$ cat config.mk
export PLATFORM = sky130hd
export DESIGN_NAME = sub16_serial_flat
export DESIGN_NICKNAME = d
export VERILOG_FILES = /design/src/rtl/sub16_serial_if.sv /design/src/rtl/sub16_serial.sv /design/src/flat_wrapper.sv
export SDC_FILE = /design/constraint.sdc
export NUM_CORES = 1
export LEC_CHECK = 0
export ABC_AREA = 0
export BUFFER_PORTS_ARGS = -buffer_cell sky130_fd_sc_hd__buf_4
export CORE_UTILIZATION = 56
export DETAILED_ROUTE_END_ITERATION = 8
export GPL_TIMING_DRIVEN = 0
export PLACE_DENSITY = 0.78
export SYNTH_ARGS = -nofsm -noshare
export SYNTH_HDL_FRONTEND = slang
export SYNTH_SLANG_ARGS = --single-unit
$ cat constraint.sdc
create_clock -name clk -period 4.1 [get_ports clk]
set_input_delay 0.82 -clock clk [delete_from_list [all_inputs] [get_ports clk]]
set_output_delay 0.82 -clock clk [all_outputs]
set_load 0.05 [all_outputs]
$ cat src/rtl/sub16_serial_if.sv
// Handshake and operand/result bundle for the sliced subtractor.
// master: the control unit driving operands and consuming the result.
// slave:  the subtractor itself.
interface sub16_serial_if #(
  parameter int WIDTH = 16
);
  logic             in_valid;
  logic             in_ready;
  logic [WIDTH-1:0] operand1;
  logic [WIDTH-1:0] operand2;
  logic             bin;
  logic             out_valid;
  logic             out_ready;
  logic [WIDTH-1:0] result;
  logic             bout;
  logic             ovf;
  logic             zero;

  modport master (
    output in_valid, operand1, operand2, bin, out_ready,
    input  in_ready, out_valid, result, bout, ovf, zero
  );

  modport slave (
    input  in_valid, operand1, operand2, bin, out_ready,
    output in_ready, out_valid, result, bout, ovf, zero
  );
endinterface

$ cat src/rtl/sub16_serial.sv
// Multi-cycle sliced subtractor: result = operand1 - operand2 - bin.
// SLICE bits are handled per cycle, LSB slice first, with the borrow
// registered between slices to keep the carry chain short. Published
// result/flags only change when the last slice completes, so they stay
// at the previous operation's values while a new one is in flight.
module sub16_serial #(
  parameter int WIDTH = 16,
  parameter int SLICE = 4
) (
  input  logic           clk,
  input  logic           resetn,
  sub16_serial_if.slave  bus
);

  localparam int N     = WIDTH / SLICE;
  localparam int CNT_W = (N > 1) ? $clog2(N) : 1;
  localparam logic [CNT_W-1:0] LAST = CNT_W'(N - 1);

  if ((WIDTH % SLICE) != 0) begin : g_width_check
    $error("sub16_serial: WIDTH must be a multiple of SLICE");
  end

  typedef enum logic [1:0] {
    IDLE = 2'd0,
    CALC = 2'd1,
    DONE = 2'd2
  } state_t;

  // One slice of op1 - op2 - borrow, done as op1 + ~op2 + ~borrow.
  // Returns {borrow_out, difference}; borrow_out is the inverted carry.
  function automatic logic [SLICE:0] sub_slice(input logic [SLICE-1:0] a,
                                               input logic [SLICE-1:0] b,
                                               input logic             bi);
    logic [SLICE:0] s;
    s = {1'b0, a} + {1'b0, ~b} + {{SLICE{1'b0}}, ~bi};
    return {~s[SLICE], s[SLICE-1:0]};
  endfunction

  // Two's-complement overflow of a - b: operand signs differ and the
  // result sign disagrees with the minuend.
  function automatic logic ovf_flag(input logic signed [WIDTH-1:0] a,
                                    input logic signed [WIDTH-1:0] b,
                                    input logic signed [WIDTH-1:0] r);
    return (a[WIDTH-1] != b[WIDTH-1]) && (r[WIDTH-1] != a[WIDTH-1]);
  endfunction

  state_t           state;
  state_t           state_nxt;
  logic             in_ready;
  logic             out_valid;

  logic [WIDTH-1:0] op1_q;
  logic [WIDTH-1:0] op2_q;
  logic [WIDTH-1:0] acc;
  logic             borrow;
  logic [CNT_W-1:0] cnt;

  logic [WIDTH-1:0] result_q;
  logic             bout_q;
  logic             ovf_q;
  logic             zero_q;

  logic [SLICE-1:0] a_s;
  logic [SLICE-1:0] b_s;
  logic [SLICE-1:0] r_s;
  logic             bo_s;
  logic [WIDTH-1:0] acc_nxt;
  logic             last;

  // Select the current slice, subtract it and merge it into the accumulator.
  always_comb begin
    a_s     = op1_q[cnt*SLICE +: SLICE];
    b_s     = op2_q[cnt*SLICE +: SLICE];
    {bo_s, r_s} = sub_slice(a_s, b_s, borrow);
    acc_nxt = acc;
    acc_nxt[cnt*SLICE +: SLICE] = r_s;
    last    = (cnt == LAST);
  end

  // FSM state register.
  always_ff @(posedge clk or negedge resetn) begin
    if (!resetn) state <= IDLE;
    else         state <= state_nxt;
  end

  // FSM next state and handshake outputs.
  always_comb begin
    state_nxt = state;
    in_ready  = 1'b0;
    out_valid = 1'b0;
    case (state)
      IDLE: begin
        in_ready = 1'b1;
        if (bus.in_valid) state_nxt = CALC;
      end
      CALC: begin
        if (last) state_nxt = DONE;
      end
      DONE: begin
        out_valid = 1'b1;
        if (bus.out_ready) state_nxt = IDLE;
      end
      default: state_nxt = IDLE;
    endcase
  end

  // Operand capture, slice iteration and publication of result/flags.
  always_ff @(posedge clk or negedge resetn) begin
    if (!resetn) begin
      op1_q    <= '0;
      op2_q    <= '0;
      acc      <= '0;
      borrow   <= 1'b0;
      cnt      <= '0;
      result_q <= '0;
      bout_q   <= 1'b0;
      ovf_q    <= 1'b0;
      zero_q   <= 1'b0;
    end else begin
      case (state)
        IDLE: begin
          if (bus.in_valid) begin
            op1_q  <= bus.operand1;
            op2_q  <= bus.operand2;
            borrow <= bus.bin;
            acc    <= '0;
            cnt    <= '0;
          end
        end
        CALC: begin
          acc    <= acc_nxt;
          borrow <= bo_s;
          cnt    <= last ? '0 : cnt + CNT_W'(1);
          if (last) begin
            result_q <= acc_nxt;
            bout_q   <= bo_s;
            ovf_q    <= ovf_flag(op1_q, op2_q, acc_nxt);
            zero_q   <= (acc_nxt == '0);
          end
        end
        default: ;
      endcase
    end
  end

  assign bus.in_ready  = in_ready;
  assign bus.out_valid = out_valid;
  assign bus.result    = result_q;
  assign bus.bout      = bout_q;
  assign bus.ovf       = ovf_q;
  assign bus.zero      = zero_q;

endmodule

$ cat src/flat_wrapper.sv
// flat-port wrapper written by rule: the top's interface ports become plain ports
module sub16_serial_flat 
#(
  parameter int WIDTH = 16,
  parameter int SLICE = 4
)
  (clk, resetn, bus_in_valid, bus_operand1, bus_operand2, bus_bin, bus_out_ready, bus_in_ready, bus_out_valid, bus_result, bus_bout, bus_ovf, bus_zero);
  sub16_serial_if #(.WIDTH(WIDTH)) bus_i ();
  input  logic clk;
  input  logic resetn;
  input wire logic [$bits(bus_i.in_valid)-1:0] bus_in_valid;
  input wire logic [$bits(bus_i.operand1)-1:0] bus_operand1;
  input wire logic [$bits(bus_i.operand2)-1:0] bus_operand2;
  input wire logic [$bits(bus_i.bin)-1:0] bus_bin;
  input wire logic [$bits(bus_i.out_ready)-1:0] bus_out_ready;
  output wire logic [$bits(bus_i.in_ready)-1:0] bus_in_ready;
  output wire logic [$bits(bus_i.out_valid)-1:0] bus_out_valid;
  output wire logic [$bits(bus_i.result)-1:0] bus_result;
  output wire logic [$bits(bus_i.bout)-1:0] bus_bout;
  output wire logic [$bits(bus_i.ovf)-1:0] bus_ovf;
  output wire logic [$bits(bus_i.zero)-1:0] bus_zero;
  assign bus_i.in_valid = bus_in_valid;
  assign bus_i.operand1 = bus_operand1;
  assign bus_i.operand2 = bus_operand2;
  assign bus_i.bin = bus_bin;
  assign bus_i.out_ready = bus_out_ready;
  assign bus_in_ready = bus_i.in_ready;
  assign bus_out_valid = bus_i.out_valid;
  assign bus_result = bus_i.result;
  assign bus_bout = bus_i.bout;
  assign bus_ovf = bus_i.ovf;
  assign bus_zero = bus_i.zero;
  sub16_serial #(.WIDTH(WIDTH), .SLICE(SLICE)) u_core (.clk(clk), .resetn(resetn), .bus(bus_i));
endmodule
==> run_results.csv, run 1 <==
group,metric,value,unit
cts,clockBufferDepth,2,
cts,worstSkewPairLatency,350,ps
placed_design,routabilityCongestion,0.880,
drt,routed_via_density,5.62,
cts,h-tree-depth,3,
cts,cts_sinks,72,
drt,finalWirelength,8020,um
timing,timing.final.ws_setup,507,ps
setup_path,crit_type,"reg2reg",
run,cap_violations,0,
timing,worst_pin_slew,877,ps
floorplan,rows,28,
global_routing,grt_max_degree,73,
finish,area_delta_synth_final,20.8,%
synth,synthesis.area,0.00349,mm^2
placed_design,dp_cells,492,
synth,synth_ff_type,"dfrtp_1",
cts,cts_inserted_buffers,9,
cts,cts.clk_slew.worst_paths,80,ps
cts,cts_resized,0,
setup_path,path_cells,"buf_4 -> buf_2 -> mux4_2 -> fa_1 -> inv_1 -> fa_1 -> nor2b_1 -> a31oi_1 -> and4_1 -> nand4_1 -> o21ai_1",
drt,ant_nets,0,
synth,ys_ff_latch,72,
setup_path,crit_top_cell,"fa_1",
synth,postSynthCellCount,360,
drt,top_layer_used,"met4",
global_routing,grt_pass1_wl,13600,um
timing,clock.fmax,278,MHz
synth,synth-edff-count,0,
drt,first_pass_iters,4,
drt,route.vias.total,2856,
timing,finalMaxSlewViolations,0,
setup_path,crit_path_top_delay_cell,"mux4_2",
setup_path,timing.rr.start,"u_core.cnt[0]",
global_routing,grt_pass1_vias,2818,
finish,drive_above_1_share,21.5,%
synth,async_reset_ff_share,100,%
floorplan,die_area,0.00656,mm^2
floorplan,core,0.00596,mm^2
drt,drc_errors,0,
global_routing,antenna_found_initial,0,
global_routing,grtUsageTotal,28.3,%
synth,synth_cell_types,47,
timing,skew,11.6,ps
timing,finalHoldViolCount,0,
worst_hold_path,min_from,"u_core.op1_q[1]",
cts,holdBufCountCts,0,
cts,postCtsSetupBuffers,0,
power,leakagePower,2.08,nW
timing,setup_tns,0,ps
setup_path,crit_path_end_kind,"register",
power,peakVddDrop,517,uV
setup_path,cpPeakStageDelay,560,ps
floorplan,boundaryPins,58,
cts,root_buffer,"clkbuf_8",
global_routing,grt_overflow_total,0,
placed_design,io_buffers,57,
setup_path,path_max_fanout,10,
synth,syn_area_per_cell,9.71,um^2
timing,min_period,3590,ps
timing,setup_viol,0,
setup_path,cp-start-kind,"register",
floorplan,initial_core_util,58.7,%
drt,detail_route.iter0.violations,171,
cts,cts_tree,"done",
setup_path,required,4380,ps
synth,ys_seq_area_share,51.6,%
status,status,"finished, final reports clean",
drt,wl_met3,404,um
synth,syn_nets,408,
synth,synth_warnings,0,
finish,fin_nets,476,
timing,rsz0062_at_grt,"no",
finish,stdcell_count,508,
timing,max-slew-margin-rel,41.5,%
timing,period_share,87.6,%
setup_path,startpoint,"u_core.cnt[0]",
finish,n_antenna_cell,0,
placed_design,dpl_worst_slack,564,ps
drt,wl_per_cell,15.8,um
power,power.density,956,mW/mm^2
floorplan,die_h,81.0,um
drt,dr_wl_met2,4150,um
setup_path,crit_arrival,3870,ps
worst_hold_path,hp-class,"reg2reg",
floorplan,fp.dieW,81.0,um
placed_design,place_hpwl,5750,um
drt,drt-met1-wl,3270,um
[power by group]
part	switching, W	total (W)	internal [W]
Clock	0.000273	0.000589	0.000316
Combinational	0.00144	0.00225	0.000811
Sequential	0.000179	0.00120	0.00102
Total	0.00189	0.00404	0.00215
[state kept, by name, summed over array words and instances, names as in the netlist]
signal and cells:
u_core.acc 16, u_core.bus.result 16, u_core.op1_q 16, u_core.op2_q 16, u_core.cnt 2, u_core.state 2, u_core.borrow 1, u_core.bus.bout 1
u_core.bus.ovf 1, u_core.bus.zero 1
[critical path, delay by kind of cell, from the launching register on]
family	cells	cell delay, ps
buffers and inverters	3	590
and+or+nand+nor	3	560
muxes	1	560
adders and majority gates	2	950
AOI/OAI and AO/OA	2	450
DFF	1	400
[placed cells by master (no fill, tap or decap), types with 7 or more instances in the layout]
cell type and count:
mux4_2 8, dfrtp_1 72, nor2b_1 13, ha_1 9, clkbuf_1 18, a31oi_1 7, nand3_1 16, clkbuf_8 11
buf_4 58, o21ai_0 33, nand2_1 116, inv_1 12
[metal layers]
layer,global-route usage (%),vias up
li1,-,1364
met1,34.3,1377
met2,48.8,96
met3,5.62,19
met4,12.5,0
met5,0,-
[worst paths after layout]
check	to	slack (ps)	cells after the start
max in group asynchronous	u_core.op1_q[12]	2940	1
worst max-delay path	u_core.bus.zero	510	11
worst max register to register	u_core.bus.zero	510	11
worst min-delay path	u_core.op1_q[1]	480	2
min in group asynchronous	u_core.bus.result[4]	580	1
worst min register to register	u_core.op1_q[1]	480	2
[cells in the mapped netlist (all sizes together), types with 2 or more instances]
master	instances	area [um^2]
inv	12	45.0
nand3	16	80.1
and3	3	18.8
nor2b	13	81.3
a21oi	5	25.0
ha	9	113
a41oi	2	25.0
nor2	4	15.0
mux4	8	180
a31oi	7	43.8
o21ai	35	179
a22oi	2	15.0
a21o	2	16.3
fa	2	40.0
nor3b	2	20.0
o31ai	2	15.0
nand2	116	435
and4	4	35.0
a32oi	3	45.1
nand2b	2	12.5
clkbuf	17	63.8
buf	4	21.3
dfrtp	72	1800
a22o	2	17.5
and2	2	12.5
[metrics by stage]
stage	util, %	hold slack [ps]	power (W)	area [um^2]
finish	70.9	478	0.00404	4220
global route	70.9	496	0.00434	4220
CTS	70.9	478	0.00404	4220
detailed placement	67.4	461	0.00345	4020
global placement	67.4	454	0.00337	4020
floorplan	-	440	0.00279	3490
[cell families (layout without fill, tap and decap cells)]
| family | Yosys count | after routing | share of synthesized area (%) |
|---|---|---|---|
| DFF | 72 | 72 | 51.6 |
| AOI/OAI and AO/OA | 65 | 65 | 12.2 |
| buffers and inverters | 33 | 106 | 3.72 |
| adders and majority gates | 11 | 11 | 4.37 |
| xor gates and xnor gates | 1 | 1 | 0.251 |
| muxes | 9 | 9 | 5.48 |
| and+or+nand+nor | 169 | 169 | 22.4 |
[layout make-up]
cell class                      instances  area (um^2)
Clock inverter                          4         51.3
Tap cell                               75         93.8
Fill cell                             469         1730
Multi-Input combinational cell        255         1560
Inverter                               12         45.0
Timing Repair Buffer                   57          428
Clock buffer                           12          155
Sequential cell                        72         1800
Buffer                                 21         85.1
Note: power is estimated with default switching activity, not from simulation.
==> run 2, diff against run 1 <==
Settings changed: CELL_PAD_IN_SITES_DETAIL_PLACEMENT set to 0, CELL_PAD_IN_SITES_GLOBAL_PLACEMENT set to 1, CORE_UTILIZATION 56 to 43.
==> run 2 against run 1 <==
  * Non-clock buffer count unchanged
  * Clock skew is 0.54 ps lower
  * Via count decreased by 3.3%
  * Critical path type unchanged
  * Critical endpoint unchanged
  * Largest cell class unchanged
  * Largest power group unchanged
==> run_results.csv, run 2 (synthesized netlist as in run 1, its figures left out) <==
group,metric,value,unit
status,status,"finished, final reports clean",
timing,worst_pin_slew,922,ps
placed_design,placed_area,0.00405,mm^2
drt,finalWirelength,8250,um
cts,cts_tree,"done",
cts,cts_sinks,72,
timing,hold_slack,472,ps
global_routing,grt_max_degree,73,
global_routing,grt_pass1_wl,13900,um
finish,final_cell_mix,"nand2_1, dfrtp_1, buf_4",
cts,holdBufCountCts,0,
finish,n_antenna_cell,0,
drt,wl_per_cell,15.4,um
run,cap_violations,0,
cts,postCtsSetupBuffers,0,
global_routing,grt_overflow_total,0,
timing,finalHoldViolCount,0,
floorplan,fp.dieW,92.2,um
setup_path,cp-start-kind,"register",
finish,fill_cells,747,
setup_path,required,4390,ps
floorplan,die_area,0.00849,mm^2
finish,mostFrequentLayoutCell,"nand2_1",
timing,setup_tns,0,ps
floorplan,initial_core_util,44.8,%
finish,seq_area,0.00180,mm^2
setup_path,crit_path_end_kind,"register",
global_routing,use_met1,28.5,%
power,power,0.00412,W
drt,route.vias.total,2761,
placed_design,place_hpwl,5890,um
placed_design,io_buffers,57,
cts,h-tree-depth,3,
floorplan,die_h,92.2,um
finish,area_delta_synth_final,23.2,%
global_routing,antenna_found_initial,0,
power,power.density,958,mW/mm^2
timing,clock.fmax,271,MHz
power,leakagePower,2.10,nW
drt,first_pass_iters,4,
drt,drc_errors,0,
timing,setup_viol,0,
global_routing,grt_busiest_layer,"met2",
cts,cts_inserted_buffers,9,
drt,routed_via_density,5.16,
power,peakVddDrop,362,uV
setup_path,crit_type,"reg2reg",
drt,detail_route.iter0.violations,104,
global_routing,grt_pass1_vias,2764,
placed_design,routabilityCongestion,0.862,
finish,fin_nets,476,
floorplan,boundaryPins,58,
timing,period_share,89.9,%
setup_path,path_cells,"buf_4 -> buf_2 -> mux4_2 -> fa_1 -> inv_1 -> fa_1 -> nor2b_1 -> a31oi_1 -> and4_1 -> nand4_1 -> o21ai_1",
floorplan,rows,32,
floorplan,core,0.00781,mm^2
global_routing,use_met2,35.6,%
setup_path,path_max_fanout,10,
cts,clockBufferDepth,2,
setup_path,crit_arrival,3970,ps
cts,cts_resized,0,
timing,finalMaxSlewViolations,0,
cts,cts.clk_slew.worst_paths,80,ps
global_routing,grtUsageTotal,21.4,%
timing,skew,11.1,ps
timing,min_period,3690,ps
global_routing,grtUsageMet3,3.48,%
finish,drive_above_1_share,21.7,%
worst_hold_path,hp-class,"reg2reg",
timing,rsz0062_at_grt,"no",
drt,ant_nets,0,
finish,stdcell_area,0.00430,mm^2
finish,fin_util,55.1,%
setup_path,crit_top_cell,"fa_1",
timing,max-slew-margin-rel,38.5,%
finish,multi_input_area,0.00156,mm^2
cts,root_buffer,"clkbuf_8",
setup_path,cpPeakStageDelay,570,ps
setup_path,crit_path_top_delay_cell,"mux4_2",
cts,worstSkewPairLatency,360,ps
## run 2: changes by cell type in the layout (fill, tap and decap cells not counted)
cell / previous run / this run
inv_6: 1 / 0
clkbuf_1: 18 / 17
bufinv_16: 1 / 3
## run 2: per-layer routing
layer / vias to the layer above / wire, um
li1: 1356 / -
met1: 1324 / 3730
met2: 74 / 4070
met3: 7 / 365
met4: 0 / 79
met5: - / 0
## run 2: final cells by class
type	count	share of cell area, %
sequential	72	41.9
clock inverter	5	2.38
inverter	12	1.05
clock buffer	11	3.52
timing repair buffer	57	9.94
multi-input combinational	255	36.3
tap	102	2.97
buffer	21	1.98
## run 2: per-stage QoR
stage / setup WS, ps / instances
final: 413 / 535
after floorplan: 973 / 360
after global routing: 125 / 535
after detailed placement: 408 / 519
after global placement: 464 / 519
after CTS: 381 / 535
## run 2: report_power, final
group	leakage [nW]	internal [W]	switching, W
logic	1.04	0.000813	0.00141
registers	0.934	0.00102	0.000176
clock network	0.126	0.000436	0.000272
## run 2: worst paths after layout
kind	cells past startpoint	slack, ps	endpoint	startpoint
max	11	410	u_core.bus.zero	u_core.cnt[0]
min	2	470	u_core.op1_q[10]	u_core.op1_q[10]
max reg2reg	11	410	u_core.bus.zero	u_core.cnt[0]
min reg2reg	2	470	u_core.op1_q[10]	u_core.op1_q[10]
max in group asynchronous	1	2910	u_core.borrow	resetn
min in group asynchronous	1	580	u_core.bus.result[1]	resetn
## run 2: critical path, delay by kind of cell (launching register included)
family / cells / cell delay, ps
compound gates: 2 / 460
fa+ha+maj: 2 / 960
buf+inv: 3 / 620
flops: 1 / 410
mux: 1 / 570
simple gates: 3 / 590
==> run 3, diff against run 2 <==
Settings changed: CORE_MARGIN set to 4.
==> run 3 against run 2 <==
  * Critical path depth is the same
  * Clock power shrank 31%
  * Wire length grew 1.7%
  * Flip-flop and latch count is the same
  * Power shrank 4.9%
  * Global-route usage shrank 2.9 points
  * Sequential share of layout area grew 0.93 points
  * Design area shrank 2.2%
  * Worst setup slack gained 15 ps
  * Clock skew shrank 3.1 ps
  * Highest routed layer unchanged
==> run_results.csv, run 3 (synthesized netlist as in run 1, its figures left out) <==
group,metric,value,unit
power,leakagePower,2.06,nW
timing,setup_tns,0,ps
run,cap_violations,0,
global_routing,grt_overflow_total,0,
global_routing,grt_max_degree,73,
drt,wl_per_cell,15.8,um
drt,routed_via_density,5.19,
setup_path,worstRegToRegCells,11,
finish,fin_util,53.9,%
timing,clock.fmax,272,MHz
cts,holdBufCountCts,0,
setup_path,crit_arrival,3940,ps
timing,period_share,89.6,%
floorplan,rows,32,
setup_path,timing.rr.end,"u_core.bus.zero",
drt,detail_route.iter0.violations,157,
finish,mostFrequentLayoutCell,"nand2_1",
global_routing,grt_pass1_vias,2919,
setup_path,startpoint,"u_core.cnt[0]",
finish,drive_above_1_share,20.9,%
timing,min_period,3670,ps
setup_path,crit_type,"reg2reg",
timing,worst_pin_slew,920,ps
timing,max-slew-margin-rel,38.6,%
floorplan,die_area,0.00963,mm^2
finish,n_antenna_cell,0,
timing,rsz0062_at_grt,"no",
setup_path,crit_top_cell,"fa_1",
timing,finalHoldViolCount,0,
finish,area_delta_synth_final,20.5,%
setup_path,timing.rr.start,"u_core.cnt[0]",
drt,ant_nets,0,
global_routing,grt_pass1_wl,14400,um
timing,setup_viol,0,
placed_design,routabilityCongestion,0.899,
cts,cts_inserted_buffers,9,
drt,drc_errors,0,
floorplan,initial_core_util,44.8,%
cts,cts_sinks,72,
timing,finalMaxSlewViolations,0,
finish,fin_nets,476,
placed_design,io_buffers,57,
cts,cts.clk_slew.worst_paths,70,ps
cts,worstSkewPairLatency,350,ps
finish,final_cell_mix,"nand2_1, dfrtp_1, buf_4",
worst_hold_path,hp-class,"reg2reg",
setup_path,crit_path_top_delay_cell,"mux4_2",
setup_path,required,4370,ps
drt,route.vias.total,2761,
cts,postCtsSetupBuffers,0,
setup_path,path_max_fanout,10,
setup_path,cp-endpoint,"u_core.bus.zero",
placed_design,dp_cells,519,
setup_path,cp-start-kind,"register",
placed_design,place_hpwl,6040,um
cts,cts_tree,"done",
timing,skew,8.01,ps
floorplan,core,0.00781,mm^2
cts,h-tree-depth,3,
floorplan,fp.dieW,98.2,um
floorplan,die_h,98.2,um
cts,root_buffer,"clkbuf_8",
cts,cts_resized,0,
setup_path,ff2ff_setup_slack,430,ps
status,status,"finished, final reports clean",
cts,clockBufferDepth,2,
finish,stdcell_count,532,
drt,first_pass_iters,4,
global_routing,antenna_found_initial,0,
setup_path,cpPeakStageDelay,570,ps
setup_path,crit_path_end_kind,"register",
drt,finalWirelength,8390,um
floorplan,boundaryPins,58,
power,peakVddDrop,482,uV
setup_path,path_cells,"buf_4 -> buf_2 -> mux4_2 -> fa_1 -> inv_1 -> fa_1 -> nor2b_1 -> a31oi_1 -> and4_1 -> nand4_1 -> o21ai_1",
global_routing,grtUsageTotal,18.5,%
power,power.density,931,mW/mm^2
==> run 3: per-stage QoR <==
step	hold WS, ps	worst slack (ps)	total power, W	cell area, um^2
after floorplan	440	973	0.00279	3490
after global placement	453	461	0.00341	4050
after detailed placement	462	412	0.00345	4050
after CTS	481	377	0.00395	4210
after global routing	503	212	0.00426	4210
final	474	428	0.00392	4210
==> run 3: final cells by class <==
| class | count | area, um^2 |
|---|---|---|
| Tap cell | 102 | 128 |
| Multi-Input combinational cell | 255 | 1560 |
| Timing Repair Buffer | 57 | 428 |
| Inverter | 12 | 45.0 |
| Clock buffer | 12 | 155 |
| Clock inverter | 1 | 5.00 |
| Sequential cell | 72 | 1800 |
| Fill cell | 767 | 3600 |
| Buffer | 21 | 85.1 |
==> run 3: layer usage <==
metal / vias up / global-route usage (%) / share of wire [%]
met5: - / 0 / 0
met2: 63 / 31.8 / 49
met4: 0 / 4.73 / 1.4
li1: 1359 / - / -
met1: 1330 / 23.5 / 45
met3: 9 / 4.71 / 4.9
==> run 3: worst min path at each step <==
stage	to	cells after the start	from
floorplan	u_core.op1_q[10]	2	u_core.op1_q[10]
global placement	u_core.op2_q[1]	2	u_core.op2_q[1]
detailed placement	u_core.op1_q[0]	2	u_core.op1_q[0]
CTS	u_core.op1_q[8]	2	u_core.op1_q[8]
global route	u_core.op2_q[9]	2	u_core.op2_q[9]
finish	u_core.op2_q[9]	2	u_core.op2_q[9]
==> run 3: where the power goes <==
| group | switching, W | leakage (nW) | total [W] | internal, W |
|---|---|---|---|---|
| registers | 0.000175 | 0.934 | 0.00120 | 0.00102 |
| logic | 0.00142 | 1.04 | 0.00223 | 0.000814 |
| clock network | 0.000250 | 0.0842 | 0.000492 | 0.000242 |
==> run 3: critical path, delay by kind of cell (launching register included) <==
family          cells  cell delay [ps]
fa+ha+maj           2              970
buf+inv             3              630
mux                 1              570
simple gates        3              570
compound gates      2              450
flops               1              410
